## src/rtl/layer_compositor.sv

```systemverilog
// Sprite layer compositor: priority mux over NUM_LAYERS layers plus background,
// with a 2-cycle pixel pipeline and a per-frame sprite collision report.
module layer_compositor #(
    parameter int                   NUM_LAYERS = 4,
    parameter int                   COLOR_W    = 12,
    parameter logic [COLOR_W-1:0]   KEY_COLOR  = 12'hF0F,
    parameter int                   CNT_W      = 19
) (
    input  logic                            clk,
    input  logic                            clrn,
    input  logic                            video_on,
    input  logic                            frame_tick,
    input  logic [NUM_LAYERS-1:0]           layer_on,
    input  logic [NUM_LAYERS*COLOR_W-1:0]   layer_color,
    input  logic                            bg_on,
    input  logic [COLOR_W-1:0]              bg_color,
    input  logic [NUM_LAYERS-1:0]           cfg_layer_en,
    input  logic                            cfg_key_en,
    output logic [COLOR_W-1:0]              rgb_out,
    output logic                            video_on_out,
    output logic                            coll_valid,
    output logic [NUM_LAYERS-1:0]           coll_mask,
    output logic [CNT_W-1:0]                coll_count,
    output logic                            coll_overrun,
    input  logic                            coll_ack
);

    function automatic logic [CNT_W-1:0] sat_inc(input logic [CNT_W-1:0] v, input logic inc);
        if (inc && (v != {CNT_W{1'b1}}))
            return v + CNT_W'(1);
        return v;
    endfunction

    function automatic logic two_or_more(input logic [NUM_LAYERS-1:0] h);
        int n;
        n = 0;
        for (int i = 0; i < NUM_LAYERS; i++)
            if (h[i]) n++;
        return (n >= 2);
    endfunction

    logic [NUM_LAYERS-1:0]         en_sh_q;
    logic                          key_sh_q;

    logic                          vid_p1_q;
    logic [NUM_LAYERS-1:0]         on_p1_q;
    logic [NUM_LAYERS*COLOR_W-1:0] col_p1_q;
    logic                          bgon_p1_q;
    logic [COLOR_W-1:0]            bgcol_p1_q;

    logic [COLOR_W-1:0]            rgb_p2_q;
    logic                          vid_p2_q;

    logic [NUM_LAYERS-1:0]         acc_mask_q;
    logic [CNT_W-1:0]              acc_cnt_q;
    logic                          valid_q;
    logic                          overrun_q;
    logic [NUM_LAYERS-1:0]         mask_q;
    logic [CNT_W-1:0]              count_q;

    logic [NUM_LAYERS-1:0]         hit_p1;
    logic [COLOR_W-1:0]            rgb_d;
    logic                          ovl_p1;
    logic [NUM_LAYERS-1:0]         mask_d;
    logic [CNT_W-1:0]              cnt_d;

    // Stage 1 -> stage 2: effective hits use the shadow config of the current frame
    always_comb begin
        logic found;
        hit_p1 = '0;
        rgb_d  = '0;
        found  = 1'b0;
        for (int i = 0; i < NUM_LAYERS; i++) begin
            hit_p1[i] = on_p1_q[i] & en_sh_q[i] &
                        ~(key_sh_q & (col_p1_q[i*COLOR_W +: COLOR_W] == KEY_COLOR));
        end
        for (int i = 0; i < NUM_LAYERS; i++) begin
            if (hit_p1[i] && !found) begin
                rgb_d = col_p1_q[i*COLOR_W +: COLOR_W];
                found = 1'b1;
            end
        end
        if (!found && bgon_p1_q)
            rgb_d = bgcol_p1_q;
        if (!vid_p1_q)
            rgb_d = '0;
    end

    // The stage-1 pixel folds into whichever report is being formed this cycle
    always_comb begin
        ovl_p1 = vid_p1_q & two_or_more(hit_p1);
        mask_d = acc_mask_q | (ovl_p1 ? hit_p1 : '0);
        cnt_d  = sat_inc(acc_cnt_q, ovl_p1);
    end

    always_ff @(posedge clk or negedge clrn) begin
        if (!clrn) begin
            en_sh_q    <= '1;
            key_sh_q   <= 1'b0;
            vid_p1_q   <= 1'b0;
            on_p1_q    <= '0;
            col_p1_q   <= '0;
            bgon_p1_q  <= 1'b0;
            bgcol_p1_q <= '0;
            rgb_p2_q   <= '0;
            vid_p2_q   <= 1'b0;
        end else begin
            if (frame_tick) begin
                en_sh_q  <= cfg_layer_en;
                key_sh_q <= cfg_key_en;
            end
            vid_p1_q   <= video_on;
            on_p1_q    <= layer_on;
            col_p1_q   <= layer_color;
            bgon_p1_q  <= bg_on;
            bgcol_p1_q <= bg_color;
            rgb_p2_q   <= rgb_d;
            vid_p2_q   <= vid_p1_q;
        end
    end

    always_ff @(posedge clk or negedge clrn) begin
        if (!clrn) begin
            acc_mask_q <= '0;
            acc_cnt_q  <= '0;
            valid_q    <= 1'b0;
            overrun_q  <= 1'b0;
            mask_q     <= '0;
            count_q    <= '0;
        end else if (frame_tick) begin
            mask_q     <= mask_d;
            count_q    <= cnt_d;
            acc_mask_q <= '0;
            acc_cnt_q  <= '0;
            valid_q    <= 1'b1;
            // Overwriting an unacknowledged report is sticky until acknowledged
            overrun_q  <= ~coll_ack & (valid_q | overrun_q);
        end else begin
            acc_mask_q <= mask_d;
            acc_cnt_q  <= cnt_d;
            if (coll_ack && valid_q) begin
                valid_q   <= 1'b0;
                overrun_q <= 1'b0;
            end
        end
    end

    assign rgb_out      = rgb_p2_q;
    assign video_on_out = vid_p2_q;
    assign coll_valid   = valid_q;
    assign coll_mask    = mask_q;
    assign coll_count   = count_q;
    assign coll_overrun = overrun_q;

endmodule

```

## config.mk

```make
export PLATFORM = sky130hd
export DESIGN_NAME = layer_compositor
export DESIGN_NICKNAME = d
export VERILOG_FILES = /design/src/rtl/layer_compositor.sv
export SDC_FILE = /design/constraint.sdc
export NUM_CORES = 1
export LEC_CHECK = 0
export ABC_AREA = 0
export BUFFER_PORTS_ARGS = -buffer_cell sky130_fd_sc_hd__buf_2
export CAP_MARGIN = 5
export CORE_MARGIN = 10
export CORE_UTILIZATION = 58
export CTS_CLUSTER_SIZE = 30
export DETAILED_ROUTE_END_ITERATION = 16
export PLACE_DENSITY = 0.84
export SLEW_MARGIN = 25
export SYNTH_ARGS = -nofsm -noshare
export SYNTH_HDL_FRONTEND = slang
export SYNTH_SLANG_ARGS = --single-unit
```

## constraint.sdc

```tcl
create_clock -name clk -period 7.5 [get_ports clk]
set_clock_uncertainty 0.15 [all_clocks]
set_input_delay 1.5 -clock clk [delete_from_list [all_inputs] [get_ports clk]]
set_output_delay 1.5 -clock clk [all_outputs]
set_load 0.02 [all_outputs]
```

==> impl_metrics.xml, run 1 <==
<?xml version="1.0" encoding="UTF-8"?>
<metrics>
  <group name="logic_synthesis">
    <metric name="netlist.top_cell.by_area" unit="">dfrtp_1</metric>
    <metric name="netlist-cell-type-count" unit="">43</metric>
    <metric name="synth.ff_latch_count" unit="">132</metric>
    <metric name="yosys.area.top_type_share" unit="%">61.6</metric>
    <metric name="synth.cell_area" unit="mm^2">0.00520</metric>
    <metric name="synth_top_cells_by_area" unit="">dfrtp_1, a31oi_1, nor2_1</metric>
    <metric name="seq_total_area_yosys" unit="%">63.6</metric>
    <metric name="synth-warning-count" unit="">0</metric>
    <metric name="synthCells" unit="">434</metric>
    <metric name="synthesis.nets" unit="">515</metric>
    <metric name="postSynthAreaPerCell" unit="um^2">12.0</metric>
  </group>
  <group name="setup_path">
    <metric name="critPathCaptureType" unit="">flop</metric>
    <metric name="critical_path.slowest_cell" unit="">or4_4</metric>
    <metric name="critical-path-top-cell-by-count" unit="">ha_1</metric>
    <metric name="delay_of_the_slowest_critical_path_stage" unit="ns">0.56</metric>
    <metric name="critical_path_peak_fanout" unit="">35</metric>
    <metric name="cells_along_the_critical_path" unit="">or2_2, nor4_1, nor2_1, inv_1, ha_1, nor3_1, a21o_1, ha_1, or3_1, and4b_2, or4_4, a31oi_1</metric>
    <metric name="cp-start-kind" unit="">flop</metric>
    <metric name="critPathRequiredTime" unit="ns">7.77</metric>
    <metric name="worst-setup-path-type" unit="">reg2reg</metric>
    <metric name="crit_arrival" unit="ns">4.39</metric>
  </group>
  <group name="place">
    <metric name="post-place-cells" unit="">631</metric>
    <metric name="number_of_i_o_port_buffers" unit="">112</metric>
    <metric name="placer_s_final_routability_congestion_estimate" unit="">0.886</metric>
    <metric name="dp_hpwl" unit="um">8840</metric>
  </group>
  <group name="cells_and_area">
    <metric name="post_layout_nonfiller_instances" unit="">663</metric>
    <metric name="mostFrequentLayoutCell" unit="">dfrtp_1</metric>
    <metric name="drive_above_1_share" unit="%">31.4</metric>
    <metric name="layout_common_cells" unit="">dfrtp_1, buf_2, nor2_1</metric>
    <metric name="layout.filler_cells" unit="">564</metric>
    <metric name="nets" unit="">623</metric>
    <metric name="antenna_cells" unit="">0</metric>
    <metric name="finish.utilization" unit="%">73.4</metric>
    <metric name="area_growth_syn_to_layout" unit="%">22.9</metric>
  </group>
  <group name="sta">
    <metric name="period_share" unit="%">54.9</metric>
    <metric name="timing_hold_violations_final" unit="">0</metric>
    <metric name="grt_setup_unrepaired" unit="">no</metric>
    <metric name="layout_min_cycle_time" unit="ns">4.12</metric>
    <metric name="max_clock_freq" unit="MHz">243</metric>
    <metric name="fin_tns_setup" unit="ns">0</metric>
    <metric name="timing.hold.ws" unit="ns">0.350</metric>
    <metric name="worst_slew_pin_slew" unit="ns">0.824</metric>
    <metric name="drv_slew" unit="">0</metric>
    <metric name="setup_viol_count_final" unit="">0</metric>
    <metric name="slew_headroom" unit="%">44.7</metric>
  </group>
  <group name="floorplan">
    <metric name="boundaryPins" unit="">113</metric>
    <metric name="chip_width" unit="um">115</metric>
    <metric name="design.die.area" unit="mm^2">0.0132</metric>
    <metric name="std_cell_rows" unit="">34</metric>
    <metric name="core-area" unit="mm^2">0.00872</metric>
    <metric name="die-height" unit="um">115</metric>
    <metric name="initial_utilization" unit="%">59.7</metric>
  </group>
  <group name="grt">
    <metric name="via_count_of_the_first_global_routing_pass" unit="">4175</metric>
    <metric name="grt_start_max_net_pins" unit="">91</metric>
    <metric name="antenna_violations_before_repair" unit="">0</metric>
    <metric name="grt_use_total" unit="%">19.9</metric>
    <metric name="globalRouteOverflowTotal" unit="">0</metric>
    <metric name="grt_pass1_wl" unit="um">20700</metric>
  </group>
  <group name="power_and_ir_drop">
    <metric name="leakage_power_of_the_design" unit="nW">2.92</metric>
    <metric name="combPwrFrac" unit="%">10.3</metric>
    <metric name="power.share.sequential" unit="%">44.2</metric>
    <metric name="overall_power" unit="mW">1.76</metric>
    <metric name="ir_drop" unit="uV">190</metric>
    <metric name="power_switching_share" unit="%">26.3</metric>
    <metric name="netSwitchingPower" unit="uW">464</metric>
    <metric name="power.internal" unit="mW">1.30</metric>
    <metric name="power_density" unit="mW/mm^2">276</metric>
    <metric name="clkPwrFrac" unit="%">45.6</metric>
  </group>
  <group name="detailed_routing">
    <metric name="post_drt_wl_per_cell" unit="um">19.6</metric>
    <metric name="via_density_per_instance" unit="">6.05</metric>
    <metric name="route.antenna.remaining_nets" unit="">0</metric>
    <metric name="wirelength" unit="um">13000</metric>
    <metric name="detail_route.first_pass.iterations" unit="">5</metric>
    <metric name="drc" unit="">0</metric>
    <metric name="num_vias" unit="">4012</metric>
    <metric name="drtIter0Drc" unit="">230</metric>
  </group>
  <group name="clock_network">
    <metric name="cts_tree" unit="">done</metric>
    <metric name="clock_latency" unit="ns">0.52</metric>
    <metric name="cts_buffers" unit="">17</metric>
    <metric name="numClockSinks" unit="">132</metric>
    <metric name="path_clk_slew" unit="ns">0.06</metric>
    <metric name="cts_max_level" unit="">4</metric>
    <metric name="ctsHoldBuffers" unit="">0</metric>
    <metric name="post_cts_buffers" unit="">0</metric>
    <metric name="cts.repair.resized" unit="">0</metric>
    <metric name="clock_path_buffers" unit="">2</metric>
    <metric name="root_buffer" unit="">clkbuf_8</metric>
  </group>
  <group name="outcome">
    <metric name="status" unit="">finished clean</metric>
  </group>
  <group name="flow_run">
    <metric name="max_cap_violations" unit="">0</metric>
  </group>
  <group name="hold_path">
    <metric name="hold_class" unit="">reg2reg</metric>
  </group>
</metrics>
[cell families after synthesis]
kind of cell / Yosys count / share of synthesized area (%)
buf+inv: 29 / 2.84
flops: 132 / 63.6
fa+ha+maj: 6 / 1.44
simple gates: 151 / 17.0
mux: 5 / 1.08
compound gates: 110 / 13.8
xor+xnor: 1 / 0.168
[metal layers]
metal / wire, um / part of all wire [%] / track usage (%)
met3: 855 / 6.6 / 6.08
met2: 6410 / 49 / 32.3
met1: 5420 / 42 / 24.4
met5: 0 / 0 / 0
met4: 288 / 2.2 / 7.51
[critical path, delay by kind of cell (launching register included)]
family	cells	cell delay (ns)
AND/OR/NAND/NOR	7	2.53
AO/OA/AOI/OAI	2	0.42
adder cells (fa/ha/maj)	2	0.39
flip-flops	1	0.38
buffers and inverters	1	0.15
[layout make-up]
cell class | count | area [um^2] | area share (%)
repair buffers | 115 | 597 | 9.33
multi-input cells | 273 | 1760 | 27.6
well taps | 108 | 135 | 2.11
inverters | 3 | 11.3 | 0.176
clock buffers | 17 | 414 | 6.47
clock inverters | 15 | 169 | 2.64
flip-flops and latches | 132 | 3310 | 51.7
[sequential cells by signal, summed over array words and instances, names as in the netlist]
name	count
acc_cnt_q	19
acc_mask_q	4
bgcol_p1_q	12
bgon_p1_q	1
col_p1_q	48
coll_count	19
coll_mask	4
coll_overrun	1
coll_valid	1
en_sh_q	4
key_sh_q	1
on_p1_q	4
rgb_out	12
vid_p1_q	1
video_on_out	1
[final timing paths]
kind / cells after the start / slack, ns / from / to
min in group asynchronous: 1 / 0.80 / clrn / col_p1_q[7]$_DFF_PN0_
max: 12 / 3.38 / col_p1_q[4]$_DFF_PN0_ / coll_count[11]$_DFFE_PN0P_
min reg2reg: 2 / 0.35 / acc_mask_q[0]$_DFF_PN0_ / acc_mask_q[0]$_DFF_PN0_
max in group asynchronous: 2 / 5.25 / clrn / rgb_out[0]$_DFF_PN0_
min: 2 / 0.35 / acc_mask_q[0]$_DFF_PN0_ / acc_mask_q[0]$_DFF_PN0_
max reg2reg: 12 / 3.38 / col_p1_q[4]$_DFF_PN0_ / coll_count[11]$_DFFE_PN0P_
[power by group through the flow]
stage / Combinational [mW] / Sequential [mW] / Clock (mW)
6_report: 0.181 / 0.779 / 0.804
5_1_grt: 0.198 / 0.783 / 0.844
3_5_place_dp: 0.178 / 0.791 / 0
2_1_floorplan: 0.0832 / 0.808 / 0
3_3_place_gp: 0.171 / 0.788 / 0
4_1_cts: 0.181 / 0.779 / 0.812
[synth_stat cells]
cell type	count
dfrtp_1	128
a31oi_1	34
buf_6	3
inv_1	3
a21o_1	2
ha_1	6
or3_1	13
buf_4	3
mux2_2	5
or4_1	7
nand3_1	11
nand4bb_1	1
o31ai_1	18
nor4b_1	2
and2_1	4
clkbuf_2	1
and3_1	10
nor2_1	42
nor4_1	1
a21oi_1	24
or4_4	11
xnor2_1	1
nor4_4	1
clkbuf_1	16
a41oi_1	1
and4_1	3
nor3_1	2
nand2_1	23
nand3b_1	1
o21ai_0	13
dfstp_2	4
and4b_1	1
nand4b_1	5
o31ai_2	1
o31a_1	2
or4b_4	1
nor2b_1	1
o21ai_2	1
buf_2	3
or2_2	1
o311a_1	2
a221oi_1	12
nand4_1	10
[stage by stage]
stage | worst slack, ns | area [um^2]
after global placement | 3.53 | 5790
after floorplan | 3.97 | 5200
after CTS | 3.47 | 6390
final | 3.38 | 6400
after detailed placement | 3.56 | 5810
after global routing | 3.21 | 6400
No activity file was read; power rests on OpenSTA's default activity.
==> run 2, diff against run 1 <==
--- a/config.mk
+++ b/config.mk
@@ -5,14 +5,14 @@
 export SDC_FILE = /design/constraint.sdc
 export NUM_CORES = 1
 export LEC_CHECK = 0
-export ABC_AREA = 0
+export ABC_AREA = 1
 export BUFFER_PORTS_ARGS = -buffer_cell sky130_fd_sc_hd__buf_2
 export CAP_MARGIN = 5
 export CORE_MARGIN = 10
-export CORE_UTILIZATION = 58
+export CORE_UTILIZATION = 55
 export CTS_CLUSTER_SIZE = 30
 export DETAILED_ROUTE_END_ITERATION = 16
-export PLACE_DENSITY = 0.84
+export PLACE_DENSITY = 0.8
 export SLEW_MARGIN = 25
 export SYNTH_ARGS = -nofsm -noshare
 export SYNTH_HDL_FRONTEND = slang
==> constraint.sdc (replaced) <==
create_clock -name clk -period 4.3 [get_ports clk]
set_clock_uncertainty 0.15 [all_clocks]
set_input_delay 0.86 -clock clk [delete_from_list [all_inputs] [get_ports clk]]
set_output_delay 0.86 -clock clk [all_outputs]
set_load 0.02 [all_outputs]
==> impl_metrics.xml, run 2 <==
<?xml version="1.0" encoding="UTF-8"?>
<metrics>
  <group name="logic_synthesis">
    <metric name="synth.ff_latch_count" unit="">132</metric>
    <metric name="synth-warning-count" unit="">0</metric>
    <metric name="netlist.top_cell.by_area" unit="">dfrtp_1</metric>
    <metric name="yosys.area.top_type_share" unit="%">56.9</metric>
    <metric name="ys_async_sr_fraction" unit="%">100</metric>
    <metric name="yosys-top-cells-count" unit="">nand2_1, dfrtp_1, nor2_1, inv_1, nand3_1</metric>
    <metric name="netlist-cell-type-count" unit="">34</metric>
    <metric name="seq_total_area_yosys" unit="%">58.8</metric>
    <metric name="synthCells" unit="">632</metric>
    <metric name="synthesis.nets" unit="">713</metric>
    <metric name="synth_enable_flop_cells" unit="">0</metric>
    <metric name="postSynthAreaPerCell" unit="um^2">8.91</metric>
    <metric name="postSynth.topFlopCell" unit="">dfrtp_1</metric>
    <metric name="most_used_standard_cell_by_instance_count_after_synthesis" unit="">nand2_1</metric>
    <metric name="synth_top_cells_by_area" unit="">dfrtp_1, nand2_1, nor2_1</metric>
    <metric name="synth.cell_area" unit="mm^2">0.00563</metric>
  </group>
  <group name="cells_and_area">
    <metric name="layout_common_cells" unit="">nand2_1, dfrtp_1, buf_2</metric>
    <metric name="top_register" unit="">col_p1_q</metric>
    <metric name="mostFrequentLayoutCell" unit="">nand2_1</metric>
    <metric name="antenna_cells" unit="">0</metric>
    <metric name="area_growth_syn_to_layout" unit="%">22.1</metric>
    <metric name="final_design_area_no_fill" unit="mm^2">0.00687</metric>
    <metric name="layout.filler_cells" unit="">809</metric>
    <metric name="finish.utilization" unit="%">69.7</metric>
    <metric name="nets" unit="">821</metric>
    <metric name="largest_reg_flops" unit="">48</metric>
    <metric name="drive_above_1_share" unit="%">21.8</metric>
  </group>
  <group name="floorplan">
    <metric name="boundaryPins" unit="">113</metric>
    <metric name="die-height" unit="um">121</metric>
    <metric name="core-area" unit="mm^2">0.00986</metric>
    <metric name="design.die.area" unit="mm^2">0.0147</metric>
    <metric name="initial_utilization" unit="%">57.1</metric>
    <metric name="chip_width" unit="um">121</metric>
    <metric name="std_cell_rows" unit="">36</metric>
  </group>
  <group name="sta">
    <metric name="final.setup.worst_slack" unit="ns">0.675</metric>
    <metric name="max_clock_freq" unit="MHz">276</metric>
    <metric name="layout_min_cycle_time" unit="ns">3.62</metric>
    <metric name="worst_slew_pin_slew" unit="ns">0.910</metric>
    <metric name="drv_slew" unit="">0</metric>
    <metric name="fin_tns_setup" unit="ns">0</metric>
    <metric name="period_share" unit="%">84.3</metric>
    <metric name="slew_headroom" unit="%">39.3</metric>
    <metric name="setup_viol_count_final" unit="">0</metric>
    <metric name="grt_setup_unrepaired" unit="">no</metric>
    <metric name="timing.hold.ws" unit="ns">0.161</metric>
    <metric name="timing_hold_violations_final" unit="">0</metric>
  </group>
  <group name="grt">
    <metric name="globalRouteOverflowTotal" unit="">0</metric>
    <metric name="grt_pass1_wl" unit="um">22800</metric>
    <metric name="grt_start_max_net_pins" unit="">76</metric>
    <metric name="via_count_of_the_first_global_routing_pass" unit="">4661</metric>
    <metric name="antenna_violations_before_repair" unit="">0</metric>
    <metric name="grt_use_total" unit="%">19.4</metric>
  </group>
  <group name="power_and_ir_drop">
    <metric name="ir_drop" unit="uV">240</metric>
    <metric name="leakage_power_of_the_design" unit="nW">3.72</metric>
    <metric name="power_density" unit="mW/mm^2">440</metric>
  </group>
  <group name="setup_path">
    <metric name="cp-start-kind" unit="">flop</metric>
    <metric name="setup.worst_path.start" unit="">key_sh_q$_DFFE_PN0P_</metric>
    <metric name="crit_arrival" unit="ns">3.94</metric>
    <metric name="critPathRequiredTime" unit="ns">4.61</metric>
    <metric name="critical_path.reg2reg.startpoint" unit="">key_sh_q$_DFFE_PN0P_</metric>
    <metric name="critical_path_peak_fanout" unit="">21</metric>
    <metric name="r2r_end" unit="">coll_count[15]$_DFFE_PN0P_</metric>
    <metric name="r2r_cells" unit="">17</metric>
    <metric name="critPathCaptureType" unit="">flop</metric>
    <metric name="reg2reg_slack" unit="ns">0.68</metric>
    <metric name="worst-setup-path-type" unit="">reg2reg</metric>
  </group>
  <group name="detailed_routing">
    <metric name="route.antenna.remaining_nets" unit="">0</metric>
    <metric name="num_vias" unit="">4572</metric>
    <metric name="via_density_per_instance" unit="">5.17</metric>
    <metric name="drc" unit="">0</metric>
    <metric name="detail_route.first_pass.iterations" unit="">6</metric>
    <metric name="wirelength" unit="um">13800</metric>
    <metric name="drtIter0Drc" unit="">294</metric>
    <metric name="post_drt_wl_per_cell" unit="um">15.6</metric>
  </group>
  <group name="place">
    <metric name="placer_s_final_routability_congestion_estimate" unit="">0.922</metric>
    <metric name="dp_hpwl" unit="um">9710</metric>
    <metric name="dp_worst_setup_slack" unit="ns">0.743</metric>
    <metric name="dpl-instance-area" unit="mm^2">0.00627</metric>
    <metric name="number_of_i_o_port_buffers" unit="">112</metric>
  </group>
  <group name="clock_network">
    <metric name="ctsHoldBuffers" unit="">0</metric>
    <metric name="post_cts_buffers" unit="">0</metric>
    <metric name="numClockSinks" unit="">132</metric>
    <metric name="clock_latency" unit="ns">0.53</metric>
    <metric name="cts_buffers" unit="">17</metric>
    <metric name="cts.repair.resized" unit="">0</metric>
    <metric name="cts_tree" unit="">done</metric>
    <metric name="cts_max_level" unit="">4</metric>
    <metric name="clock_path_buffers" unit="">2</metric>
    <metric name="path_clk_slew" unit="ns">0.06</metric>
    <metric name="root_buffer" unit="">clkbuf_8</metric>
  </group>
  <group name="outcome">
    <metric name="status" unit="">finished clean</metric>
  </group>
  <group name="hold_path">
    <metric name="hold_class" unit="">in2async</metric>
  </group>
  <group name="flow_run">
    <metric name="max_cap_violations" unit="">0</metric>
  </group>
</metrics>
## run 2: cell types whose count changed in the layout (fill, tap and decap cells not counted), sizes merged, moves of 19 or more
cell	previous run	this run
inv	9	58
a31oi	34	8
o31ai	19	0
nor2	42	67
nand2	23	194
nand3	11	32
## run 2: layer usage
metal | part of all wire, % | GRT usage (%) | up-vias
met5 | 0 | 0 | -
met2 | 47 | 29.8 | 154
met3 | 7.9 | 5.91 | 27
li1 | - | - | 2230
met4 | 1.9 | 7.15 | 0
met1 | 43 | 25.4 | 2161
## run 2: cell families (layout without fill, tap and decap cells)
logic type / count (synthesis) / after routing / synth area share [%]
flops: 132 / 132 / 58.8
buf+inv: 83 / 203 / 5.96
xor+xnor: 16 / 16 / 2.49
fa+ha+maj: 6 / 6 / 1.33
compound gates: 63 / 63 / 5.93
simple gates: 332 / 332 / 25.5
## run 2: final cells by class
type	count	area, um^2	area share, %
inverter	57	214	3.11
clock buffer	18	428	6.22
tap	133	166	2.42
sequential	132	3310	48.1
timing repair buffer	115	611	8.88
multi-input combinational	417	1990	28.9
clock inverter	13	159	2.31
## run 2: power breakdown
part / total (mW) / switching [mW] / leakage [nW] / internal [mW]
clock network: 1.42 / 0.525 / 0.283 / 0.893
logic: 0.271 / 0.183 / 1.78 / 0.0876
registers: 1.34 / 0.0337 / 1.65 / 1.30
## run 2: worst max path at each step
stage                                             to  slack, ns  depth (start not counted)
final                     coll_count[15]$_DFFE_PN0P_       0.68                         17
after global routing      coll_count[12]$_DFFE_PN0P_       0.33                         16
after CTS                 coll_count[15]$_DFFE_PN0P_       0.66                         16
after detailed placement  coll_count[17]$_DFFE_PN0P_       0.74                         18
after global placement    coll_count[16]$_DFFE_PN0P_       0.87                         16
after floorplan              acc_cnt_q[18]$_DFF_PN0_       1.31                         15
## run 2: stage by stage
stage,power [mW],cells
4_1_cts,3.04,884
5_1_grt,3.14,885
2_1_floorplan,1.50,632
6_report,3.03,885
3_5_place_dp,1.62,853
3_3_place_gp,1.61,853
## run 2: worst max-delay path, stage by stage (launching register included)
cell	delay, ns
dfrtp_1	0.45
inv_1	0.08
nor3_1	0.15
nand3_1	0.16
nand2_1	0.24
inv_1	0.19
ha_1	0.37
xor2_1	0.17
inv_1	0.06
ha_1	0.27
or2_2	0.29
nand2_1	0.08
nand2_2	0.25
nand3_4	0.28
nand2_1	0.13
nand2_1	0.10
nand2_1	0.06
nand2_1	0.09
